$ cat src/rtl/pwm_dec_pkg.sv
// Shared types for the PWM sample decoder: FSM state encoding, sample width
// and the output saturation helper.
package pwm_dec_pkg;

    localparam int SAMPLE_W = 8;

    typedef enum logic [1:0] {
        ST_IDLE    = 2'd0,
        ST_MEASURE = 2'd1,
        ST_STUCK   = 2'd2
    } state_t;

    function automatic logic [SAMPLE_W-1:0] sat_sample(input logic [31:0] v);
        return (v > 32'd255) ? 8'hFF : v[SAMPLE_W-1:0];
    endfunction

endpackage

$ cat src/rtl/pwm_edge_sync.sv
// Two-flop synchronizer for the looped-back PWM line plus rising-edge detect.
module pwm_edge_sync (
    input  logic clk,
    input  logic gated_reset,
    input  logic i_pwm,
    output logic o_level,
    output logic o_rise
);

    logic r_meta;
    logic r_sync;
    logic r_prev;

    always_ff @(posedge clk or negedge gated_reset) begin
        if (!gated_reset) begin
            r_meta <= 1'b0;
            r_sync <= 1'b0;
            r_prev <= 1'b0;
        end else begin
            r_meta <= i_pwm;
            r_sync <= r_meta;
            r_prev <= r_sync;
        end
    end

    assign o_level = r_sync;
    assign o_rise  = r_sync & ~r_prev;

endmodule

$ cat src/rtl/pwm_sample_decoder.sv
// Measures PWM duty per frame (rising edge to rising edge) and emits an 8-bit
// sample with valid/ready handshake. Optional error counter: PWM_DEC_ERRCNT_EN.
module pwm_sample_decoder
    import pwm_dec_pkg::*;
#(
    parameter int PERIOD  = 256,
    parameter int TIMEOUT = 512
) (
    input  logic                clk,
    input  logic                gated_reset,
    input  logic                pwm_in,
    output logic [SAMPLE_W-1:0] sample_out,
    output logic                sample_valid,
    input  logic                sample_ready,
    output logic                frame_err,
    output logic                overrun,
    output logic [SAMPLE_W-1:0] err_count
);

    localparam int CW  = $clog2(TIMEOUT) + 1;
    localparam int PW  = $clog2(PERIOD);
    localparam int LSH = (PW <= SAMPLE_W) ? SAMPLE_W - PW : 0;
    localparam int RSH = (PW >  SAMPLE_W) ? PW - SAMPLE_W : 0;
    localparam logic [CW-1:0] PERIOD_C  = CW'(PERIOD);
    localparam logic [CW-1:0] TIMEOUT_C = CW'(TIMEOUT);
    localparam logic [CW-1:0] ONE_C     = CW'(1);

    logic w_level;
    logic w_rise;

    pwm_edge_sync u_sync (
        .clk         (clk),
        .gated_reset (gated_reset),
        .i_pwm       (pwm_in),
        .o_level     (w_level),
        .o_rise      (w_rise)
    );

    state_t              r_state;
    logic [CW-1:0]       r_cycle_cnt;
    logic [CW-1:0]       r_high_cnt;
    logic [SAMPLE_W-1:0] r_stuck_val;
    logic [SAMPLE_W-1:0] r_sample;
    logic                r_valid;
    logic                r_frame_err;
    logic                r_overrun;

    state_t              w_state_nxt;
    logic [CW-1:0]       w_cycle_nxt;
    logic [CW-1:0]       w_high_nxt;
    logic [SAMPLE_W-1:0] w_stuck_nxt;
    logic                w_emit;
    logic                w_emit_err;
    logic [SAMPLE_W-1:0] w_emit_val;
    logic [31:0]         w_scaled;

    // 256/PERIOD scaling is a pure shift since PERIOD is a power of two
    assign w_scaled = (32'(r_high_cnt) << LSH) >> RSH;

    always_comb begin
        w_state_nxt = r_state;
        w_cycle_nxt = r_cycle_cnt;
        w_high_nxt  = r_high_cnt;
        w_stuck_nxt = r_stuck_val;
        w_emit      = 1'b0;
        w_emit_err  = 1'b0;
        w_emit_val  = '0;
        case (r_state)
            ST_IDLE: begin
                if (w_rise) begin
                    w_state_nxt = ST_MEASURE;
                    w_cycle_nxt = ONE_C;
                    w_high_nxt  = ONE_C;
                end
            end
            ST_MEASURE: begin
                if (w_rise) begin
                    w_emit      = 1'b1;
                    w_emit_val  = sat_sample(w_scaled);
                    w_emit_err  = (r_cycle_cnt != PERIOD_C);
                    w_cycle_nxt = ONE_C;
                    w_high_nxt  = ONE_C;
                end else if (r_cycle_cnt == TIMEOUT_C) begin
                    w_state_nxt = ST_STUCK;
                    w_emit      = 1'b1;
                    w_emit_val  = {SAMPLE_W{w_level}};
                    w_emit_err  = 1'b1;
                    w_stuck_nxt = {SAMPLE_W{w_level}};
                    w_cycle_nxt = ONE_C;
                end else begin
                    w_cycle_nxt = r_cycle_cnt + ONE_C;
                    w_high_nxt  = r_high_cnt + {{(CW-1){1'b0}}, w_level};
                end
            end
            ST_STUCK: begin
                // constant re-emitted once per nominal frame until the line moves
                if (w_rise) begin
                    w_state_nxt = ST_MEASURE;
                    w_cycle_nxt = ONE_C;
                    w_high_nxt  = ONE_C;
                end else if (r_cycle_cnt == PERIOD_C) begin
                    w_emit      = 1'b1;
                    w_emit_val  = r_stuck_val;
                    w_cycle_nxt = ONE_C;
                end else begin
                    w_cycle_nxt = r_cycle_cnt + ONE_C;
                end
            end
            default: w_state_nxt = ST_IDLE;
        endcase
    end

    always_ff @(posedge clk or negedge gated_reset) begin
        if (!gated_reset) begin
            r_state     <= ST_IDLE;
            r_cycle_cnt <= '0;
            r_high_cnt  <= '0;
            r_stuck_val <= '0;
            r_sample    <= '0;
            r_valid     <= 1'b0;
            r_frame_err <= 1'b0;
            r_overrun   <= 1'b0;
        end else begin
            r_state     <= w_state_nxt;
            r_cycle_cnt <= w_cycle_nxt;
            r_high_cnt  <= w_high_nxt;
            r_stuck_val <= w_stuck_nxt;
            if (w_emit) begin
                r_sample <= w_emit_val;
                r_valid  <= 1'b1;
            end else if (r_valid && sample_ready) begin
                r_valid  <= 1'b0;
            end
            r_frame_err <= w_emit & w_emit_err;
            r_overrun   <= w_emit & r_valid & ~sample_ready;
        end
    end

`ifdef PWM_DEC_ERRCNT_EN
    logic [SAMPLE_W-1:0] r_err_cnt;

    // simultaneous frame_err and overrun count once
    always_ff @(posedge clk or negedge gated_reset) begin
        if (!gated_reset)
            r_err_cnt <= '0;
        else if ((r_frame_err || r_overrun) && (r_err_cnt != 8'hFF))
            r_err_cnt <= r_err_cnt + 8'd1;
    end

    assign err_count = r_err_cnt;
`else
    assign err_count = '0;
`endif

    assign sample_out   = r_sample;
    assign sample_valid = r_valid;
    assign frame_err    = r_frame_err;
    assign overrun      = r_overrun;

endmodule

$ cat config.mk
export PLATFORM = sky130hd
export DESIGN_NAME = pwm_sample_decoder
export DESIGN_NICKNAME = d
export VERILOG_FILES = /design/src/rtl/pwm_dec_pkg.sv /design/src/rtl/pwm_edge_sync.sv /design/src/rtl/pwm_sample_decoder.sv
export SDC_FILE = /design/constraint.sdc
export NUM_CORES = 1
export LEC_CHECK = 0
export CAP_MARGIN = 20
export CORE_ASPECT_RATIO = 0.6
export CORE_MARGIN = 2
export CORE_UTILIZATION = 40
export DETAILED_ROUTE_END_ITERATION = 8
export PLACE_DENSITY = 0.68
export SYNTH_ARGS = -nofsm -noshare
export SYNTH_HDL_FRONTEND = slang
export SYNTH_SLANG_ARGS = --single-unit
$ cat constraint.sdc
create_clock -name clk -period 3.25 [get_ports clk]
set_clock_uncertainty 0.1 [all_clocks]
set_input_delay 0.8125 -clock clk [delete_from_list [all_inputs] [get_ports clk]]
set_output_delay 0.8125 -clock clk [all_outputs]
set_load 0.02 [all_outputs]
==> results of run 1 <==
## flip-flops by register name, summed over array words and instances, names as in the netlist
| signal | flops |
|---|---|
| frame_err | 1 |
| overrun | 1 |
| r_cycle_cnt | 10 |
| r_high_cnt | 10 |
| r_state | 2 |
| r_stuck_val | 1 |
| sample_out | 8 |
| sample_valid | 1 |
| u_sync.o_level | 1 |
| u_sync.r_meta | 1 |
| u_sync.r_prev | 1 |
## metal layers
metal,global-route usage [%],vias up
li1,-,821
met4,6.35,0
met2,20.8,53
met5,0,-
met3,3.51,2
met1,27.0,811
## area by class of cell
cell class	instances	area share, %
Clock buffer	5	2.95
Clock inverter	3	0.751
Inverter	10	1.61
Multi-Input combinational cell	169	45.6
Sequential cell	37	39.7
Tap cell	66	3.54
Timing Repair Buffer	14	5.80
## placed cells by master (no fill, tap or decap), types with 2 or more instances in the layout
| cell type | n |
|---|---|
| or3_1 | 3 |
| nor2_1 | 23 |
| a22o_1 | 4 |
| dfrtp_1 | 37 |
| a21o_1 | 2 |
| conb_1 | 8 |
| and3_1 | 6 |
| a21oi_1 | 7 |
| nor3_1 | 4 |
| clkinv_2 | 2 |
| mux2_2 | 8 |
| nand3_1 | 12 |
| ha_1 | 8 |
| clkdlybuf4s50_1 | 13 |
| o311ai_0 | 2 |
| nand4_1 | 3 |
| nand2_1 | 12 |
| a311o_1 | 2 |
| nor2b_1 | 3 |
| o31ai_1 | 7 |
| clkbuf_8 | 5 |
| inv_1 | 10 |
| and2_1 | 4 |
| o211ai_1 | 2 |
| a31oi_1 | 3 |
| nand2b_1 | 5 |
| o21ai_0 | 28 |
## cell families (layout without fill, tap and decap cells)
kind of cell / after synthesis / in the layout / synth area share (%)
and+or+nand+nor: 81 / 81 / 20.6
AOI/OAI and AO/OA: 64 / 64 / 19.8
DFF: 37 / 37 / 44.3
adders and majority gates: 8 / 8 / 4.79
muxes: 8 / 8 / 4.31
other: 1 / 8 / 0.179
buffers and inverters: 25 / 32 / 6.05
## worst max path at each step
stage / startpoint / to / depth (start not counted)
final: r_cycle_cnt[0] / sample_out[2] / 7
after global routing: r_state[1] / r_cycle_cnt[5] / 6
after CTS: r_cycle_cnt[0] / sample_out[2] / 7
after detailed placement: r_cycle_cnt[0] / sample_out[7] / 7
after global placement: r_cycle_cnt[0] / sample_out[4] / 7
after floorplan: r_cycle_cnt[0] / sample_out[0] / 7
## power by group
group / internal [uW] / leakage (uW) / total, uW / switching [uW]
clock network: 148 / 0.0000439 / 322 / 174
logic: 264 / 0.000510 / 652 / 388
registers: 540 / 0.000498 / 603 / 63.0
total: 953 / 0.00105 / 1580 / 625
## metrics by stage
stage | hold slack [ns] | instances | area (um2) | util [%] | power [uW]
after floorplan | 0.231 | 231 | 2120 | - | 1060
after global placement | 0.238 | 296 | 2240 | 44.4 | 1240
after detailed placement | 0.249 | 296 | 2240 | 44.4 | 1260
after CTS | 0.268 | 304 | 2330 | 46.1 | 1580
after global routing | 0.283 | 304 | 2330 | 46.1 | 1700
final | 0.265 | 304 | 2330 | 46.1 | 1580
## critical path, stage by stage (launching register included)
cell,delay (ns)
dfrtp_1,0.42
inv_1,0.10
ha_1,0.13
or4b_4,0.49
nor3_4,0.31
o211ai_1,0.16
nand2_2,0.25
mux2_2,0.37
==> impl_metrics.toml, run 1 <==
[outcome]
status = "complete, no violations"

[detailed_routing]
detail_route.wl_per_cell_um = 14.8
wl_met3_um = 280
wl_met1_um = 2460
ant_nets = 0
viasPerCell = 5.55
first_pass_iters = 4
drt_iter0_markers = 204
vias = 1687
post-route-drc-count = 0
wl_met2_um = 1740
highest_layer = "met4"
wl_um = 4500

[flow_run]
cap_violations = 0

[clock_tree]
cts.repair.resized = 0
cts_root_buffer = "clkbuf_8"
cts_tree = "yes"
postCtsSetupBuffers = 0
insertion_delay_ns = 0.29
holdBufCountCts = 0
htreeDepth = 2
cts_buffers = 5
clk_pin_slew_ns = 0.08
clock_sinks = 37
cts_max_path_buffers = 2

[sta]
fin_crit_sh_pct = 75.5
slew_violations = 0
fin_ws_ns = 0.796
setup_tns_ns = 0
period_needed_ns = 2.45
rsz0062_at_grt = "no"
hold_viol_final = 0
tightest_slew_ns = 0.811
final-setup-viol-count = 0
relSlewSlack_pct = 46.0
max_freq_mhz = 408

[hold_path]
worstHoldPathCells = 0
holdPathEnd = "u_sync.o_level"
hp-start = "u_sync.r_meta"
hold_class = "flip-flop to flip-flop"

[setup_path]
reg2reg_to = "sample_out[2]"
worst_ep_arrival_time_ns = 2.53
end_kind = "flip-flop"
cp.required_ns = 3.33
r2r_start = "r_cycle_cnt[0]"
path_class = "flip-flop to flip-flop"
worstRegToRegCells = 7
crit_fanout = 10
start_kind = "flip-flop"
r2r_slack_ns = 0.80

[yosys]
yosysMostFrequentCell = "dfrtp_1"
async_reset_ff_share_pct = 100
synth_top_area_share_pct = 44.3
ys.flop_type = "dfrtp_1"
avgSynthCellArea_um2 = 9.33
synth.distinct_cells = 40
synth_top_cell_by_area = "dfrtp_1"
synth_common_cells = "37 x dfrtp_1, 28 x o21ai_0, 23 x nor2_1"
synth_area_leaders = "dfrtp_1 44%, o21ai_0 6.7%, ha_1 4.8%, mux2_2 4.3%, nor2_1 4.1%"
syn_inst = 224
yosysSeqAreaShare_pct = 44.3
yosys_warnings = 0
syn_area_mm2 = 0.00209
synth_edf_count = 0
ys_ff_latch = 37

[die]
core_area_mm2 = 0.00505
ios = 23
die_y_um = 60.0
start_util_pct = 41.3
die_area_mm2 = 0.00584
die_x_um = 97.3
fp-row-count = 20

[place]
gp_congestion = 0.792
io_buffers = 14
place_ws_ns = 0.829
dpl.hpwl_um = 3250

[global_routing]
antenna_found_initial = 0
overflow = 0
track_usage_pct = 16.6
first_global_vias = 1472
grt_pass1_wl_um = 7500
grt_max_degree = 38

[final_layout]
multiInputGateArea_mm2 = 0.00106
layout.nets = 249
seqCellArea_um2 = 926
fillCellCount = 492
synthToLayoutAreaGrowth_pct = 11.6
diodes = 0
final_layout_size_suffix_gt1_share_pct = 9.24

[power]
p_per_area_mw_per_mm2 = 677
ir_worst_vdd_uv = 338
p_leak_uw = 0.00105
Note: power is estimated with default switching activity, not from simulation.
==> run 2: changes to the inputs <==
Settings changed: PLACE_DENSITY 0.68 to 0.7.
Clock period 3.25 ns to 2.2 ns, I/O delays scaled along.
==> run 2 against run 1 <==
Net effect:
- hold slack got worse by 0.067 ns
- first-iteration DRC count decreased by 17%
- global-route usage increased by 0.88 points
- cell count increased by 8.9%
- clock-buffer cell count unchanged
- maximum frequency increased by 9.9%
- non-clock buffer count increased by 26
- largest cell class unchanged
- die area unchanged
- the run now ends with setup timing left
- sequential cell count unchanged
- cell area increased by 14%
==> impl_metrics.toml, run 2 (same netlist as run 1, synthesis figures left out) <==
[die]
ios = 23
die_y_um = 60.0
die_area_mm2 = 0.00584
start_util_pct = 41.3
core_area_mm2 = 0.00505
die_x_um = 97.3
fp-row-count = 20

[clock_tree]
clk_pin_slew_ns = 0.07
htreeDepth = 2
insertion_delay_ns = 0.29
cts_tree = "yes"
cts_buffers = 5
holdBufCountCts = 0
clock_sinks = 37
cts_max_path_buffers = 2
cts_root_buffer = "clkbuf_8"

[setup_path]
slowest_delay_ns = 0.49
worst_ep_arrival_time_ns = 2.31
end_kind = "flip-flop"
start_kind = "flip-flop"
crit_chain = "inv_2 -> ha_1 -> or4b_4 -> nor3_4 -> o211ai_1 -> nand2_2 -> mux2_2"
cp_num_cells = 7
reg2reg_to = "sample_out[3]"
r2r_start = "r_cycle_cnt[0]"
startpoint = "r_cycle_cnt[0]"
crit_fanout = 4
path_class = "flip-flop to flip-flop"
cp_top_family = "simple AND/OR/NAND/NOR gates"
cp_slowest_cell = "or4b_4"
cp.required_ns = 2.28
worstRegToRegCells = 7
cp-endpoint = "sample_out[3]"
critPathBufInv = 1
r2r_slack_ns = -0.03

[place]
place_ws_ns = -0.0121
dpl.hpwl_um = 3400
io_buffers = 14
dpl-instance-area_mm2 = 0.00239
gp_congestion = 0.850

[hold_path]
hold_class = "input port to asynchronous set/reset pin"

[sta]
rsz0062_at_grt = "yes"
holdWs_ns = 0.198
slew_violations = 0
setup_tns_ns = -0.0819
period_needed_ns = 2.23
final-setup-viol-count = 9
tightest_slew_ns = 0.575
fin_ws_ns = -0.0326
relSlewSlack_pct = 61.5
max_freq_mhz = 448
fin_crit_sh_pct = 101
hold_viol_final = 0

[detailed_routing]
ant_nets = 0
wl_um = 5010
first_pass_iters = 4
vias = 1817
detail_route.wl_per_cell_um = 15.1
drt_iter0_markers = 169
viasPerCell = 5.49
post-route-drc-count = 0

[power]
ir_worst_vdd_uv = 660
finalPower_uw = 2850
p_per_area_mw_per_mm2 = 1080
p_leak_uw = 0.00123

[final_layout]
final_common_cell = "dfrtp_1"
diodes = 0
design_area_mm2 = 0.00265
synthToLayoutAreaGrowth_pct = 26.6
layout.nets = 276
fillCellCount = 451
final_layout_size_suffix_gt1_share_pct = 22.3
layout_common_cells = "36 x dfrtp_1, 23 x buf_4, 22 x nor2_1"

[global_routing]
first_global_vias = 1591
track_usage_pct = 17.5
grt_pass1_wl_um = 8110
antenna_found_initial = 0
grt_max_degree = 38
overflow = 0

[flow_run]
cap_violations = 0

[outcome]
violations = "setup timing"
status = "finished with violations"
## run 2: changes by cell type in the layout (fill, tap and decap cells not counted), sizes merged
cell,delta
buf,+26
bufinv,+2
clkinv,-1
clkinvlp,-1
nand2,+1
## run 2: worst min-delay path by stage
stage	startpoint	end	slack (ns)	cells past startpoint
after CTS	gated_reset	sample_out[0]	0.21	2
after global routing	gated_reset	r_cycle_cnt[8]	0.23	2
after global placement	u_sync.r_meta	u_sync.o_level	0.24	0
after floorplan	gated_reset	frame_err	0.15	0
after detailed placement	u_sync.r_meta	u_sync.o_level	0.24	0
final	gated_reset	r_cycle_cnt[2]	0.20	2
## run 2: metal layers
metal	part of all wire (%)	vias to the layer above	global-route usage [%]
met5	0	-	0
met4	1.1	0	4.17
met3	5.8	7	4.44
met2	40	55	22.7
met1	53	870	28.3
li1	-	885	-
## run 2: worst reg2reg max path, delay by kind of cell (launching register included)
kind	cells	cell delay (ns)
AND/OR/NAND/NOR	3	0.86
flip-flops	1	0.39
multiplexers	1	0.34
AO/OA/AOI/OAI	1	0.24
adder cells (fa/ha/maj)	1	0.12
buffers and inverters	1	0.06
## run 2: power breakdown
part	switching, uW	total [uW]	internal (uW)	leakage [uW]
Sequential	89.2	889	800	0.000497
Clock	248	699	450	0.0000681
Combinational	665	1260	594	0.000665
Total	1000	2850	1840	0.00123
## run 2: repair_timing
item,4_1_cts,5_1_grt
gates cloned,0,1
resized for setup,1,30
setup endpoints to repair,10,24
buffers inserted,0,7
pin swaps,3,8
hold endpoints to repair,0,0
## run 2: layout make-up
class / instances / area, um2 / area share, %
Clock inverter: 3 / 65.1 / 2.46
Multi-Input combinational cell: 170 / 1120 / 42.5
Clock buffer: 5 / 68.8 / 2.60
Inverter: 10 / 37.5 / 1.42
Sequential cell: 37 / 927 / 35.0
Timing Repair Buffer: 40 / 342 / 12.9
Tap cell: 66 / 82.6 / 3.12
## run 2: per-stage QoR
step | utilization [%] | cells
finish | 52.4 | 331
global route | 52.4 | 331
CTS | 49.9 | 323
detailed placement | 47.2 | 315
global placement | 47.2 | 315
floorplan | - | 231
==> run 3: changes to the inputs <==
--- a/config.mk
+++ b/config.mk
@@ -11,5 +11,4 @@
 export CORE_UTILIZATION = 40
 export DETAILED_ROUTE_END_ITERATION = 8
-export PLACE_DENSITY = 0.7
 export SYNTH_ARGS = -nofsm -noshare
 export SYNTH_HDL_FRONTEND = slang
==> constraint.sdc (replaced) <==
create_clock -name clk -period 2.2 [get_ports clk]
set_clock_uncertainty 0.1 [all_clocks]
set_input_delay 0.44 -clock clk [delete_from_list [all_inputs] [get_ports clk]]
set_output_delay 0.44 -clock clk [all_outputs]
set_load 0.02 [all_outputs]
==> run 3 against run 2 <==
Net effect:
- the run still ends with setup timing left
- hold slack got worse by 0.11 ns
- critical path depth unchanged
- sequential share of layout area fell by 0.92 points
- sequential power shrank 1%
- via count rose by 0.83%
- global-route usage grew 0.96 points
- critical path type unchanged
- highest routed layer unchanged
- first-iteration DRC count shrank 12%
- register-to-register slack worse by 0.05 ns
- die area unchanged
- utilization is 1.3 points higher
- non-clock buffer count increased by 8
==> impl_metrics.toml, run 3 (same netlist as run 1, synthesis figures left out) <==
[final_layout]
post-route-util_pct = 53.7
design_area_mm2 = 0.00271
layout_common_cells = "37 x dfrtp_1, 31 x buf_4, 22 x nor2_1"
final_layout_size_suffix_gt1_share_pct = 23.1
diodes = 0
final_common_cell = "dfrtp_1"
fillCellCount = 467
layout.nets = 284
synthToLayoutAreaGrowth_pct = 29.9

[detailed_routing]
ant_nets = 0
detail_route.wl_per_cell_um = 15.8
vias = 1832
wl_um = 5360
post-route-drc-count = 0
drt_iter0_markers = 149
viasPerCell = 5.40
first_pass_iters = 4

[global_routing]
overflow = 0
first_global_vias = 1653
grt_pass1_wl_um = 8340
grt_max_degree = 38
track_usage_pct = 18.5
antenna_found_initial = 0

[setup_path]
cp.required_ns = 2.28
cp_slowest_cell = "or4b_4"
start_kind = "flip-flop"
path_class = "flip-flop to flip-flop"
crit_fanout = 5
end_kind = "flip-flop"
r2r_start = "r_cycle_cnt[0]"
worst_ep_arrival_time_ns = 2.37
startpoint = "r_cycle_cnt[0]"
crit_chain = "inv_2 -> ha_1 -> or4b_4 -> nor3_4 -> o211ai_1 -> nand2_2 -> mux2_4"
critPathBufInv = 1
slowest_delay_ns = 0.49
cp_top_family = "simple AND/OR/NAND/NOR gates"

[place]
place_ws_ns = -0.0163
dpl-instance-area_mm2 = 0.00242
gp_congestion = 0.872
dpl.hpwl_um = 3510
io_buffers = 14

[clock_tree]
clk_pin_slew_ns = 0.08
cts_root_buffer = "clkbuf_8"
clock_sinks = 37
cts_buffers = 5
htreeDepth = 2
insertion_delay_ns = 0.29
cts_tree = "yes"
cts_max_path_buffers = 2

[die]
die_x_um = 97.3
fp-row-count = 20
core_area_mm2 = 0.00505
die_area_mm2 = 0.00584
die_y_um = 60.0
start_util_pct = 41.3
ios = 23

[sta]
fin_ws_ns = -0.0868
hold_viol_final = 0
relSlewSlack_pct = 65.7
final-setup-viol-count = 8
max_freq_mhz = 437
rsz0062_at_grt = "yes"
tightest_slew_ns = 0.512
fin_crit_sh_pct = 104
slew_violations = 0
period_needed_ns = 2.29

[power]
ir_worst_vdd_uv = 518
finalPower_uw = 2970
p_per_area_mw_per_mm2 = 1090
p_leak_uw = 0.00128

[outcome]
violations = "setup timing"
status = "finished with violations"

[hold_path]
hold_class = "input port to asynchronous set/reset pin"

[flow_run]
cap_violations = 0
-- run 3: changes by cell type in the layout (fill, tap and decap cells not counted), sizes merged --
| cell | before | now |
|---|---|---|
| buf | 27 | 35 |
| clkinv | 1 | 0 |
| inv | 10 | 11 |
-- run 3: layout make-up --
class	instances	area, um2	share of cell area [%]
flip-flops and latches	37	926	34.1
repair buffers	48	410	15.1
clock buffers	5	68.8	2.54
multi-input cells	170	1120	41.3
well taps	66	82.6	3.04
clock inverters	3	68.8	2.54
inverters	10	37.5	1.38
-- run 3: path summary, 6_finish.rpt --
check / end / slack (ns) / cells after the start
max in group asynchronous: r_state[1] / 1.57 / 2
worst min register to register: u_sync.o_level / 0.25 / 0
worst min-delay path: r_cycle_cnt[7] / 0.09 / 2
worst max-delay path: sample_out[3] / -0.09 / 7
worst max register to register: sample_out[3] / -0.09 / 7
min in group clk: u_sync.o_level / 0.25 / 0
-- run 3: through the flow --
stage | std cells | TNS [ns] | hold WS (ns)
after floorplan | 231 | 0 | 0.0444
after global placement | 320 | 0 | 0.234
after detailed placement | 320 | -0.0206 | 0.236
after CTS | 334 | -0.00454 | 0.101
after global routing | 339 | -1.39 | 0.130
final | 339 | -0.477 | 0.0857
-- run 3: repair_timing --
action,in CTS,in global routing
setup endpoints to repair,10,27
pin swaps,2,8
cloned,0,1
buffers inserted,6,4
hold buffers,0,0
hold endpoints to repair,0,0
resized for setup,4,23
-- run 3: worst reg2reg max path: stages, from the launching register on --
cell	delay, ns
dfrtp_1	0.39
inv_2	0.06
ha_1	0.13
or4b_4	0.50
nor3_4	0.20
o211ai_1	0.23
nand2_2	0.24
mux2_4	0.33
-- run 3: routing by layer --
| layer | track usage [%] | share of wire, % | vias up |
|---|---|---|---|
| met3 | 4.33 | 6.3 | 7 |
| met4 | 6.35 | 0.95 | 0 |
| met5 | 0 | 0 | - |
| met2 | 24.4 | 41 | 68 |
| met1 | 29.0 | 52 | 860 |
| li1 | - | - | 897 |
-- run 3: report_power, final --
part | leakage, uW | switching, uW | total, uW | internal (uW)
Combinational | 0.000709 | 711 | 1360 | 653
Sequential | 0.000498 | 80.5 | 879 | 798
Clock | 0.0000687 | 267 | 723 | 457
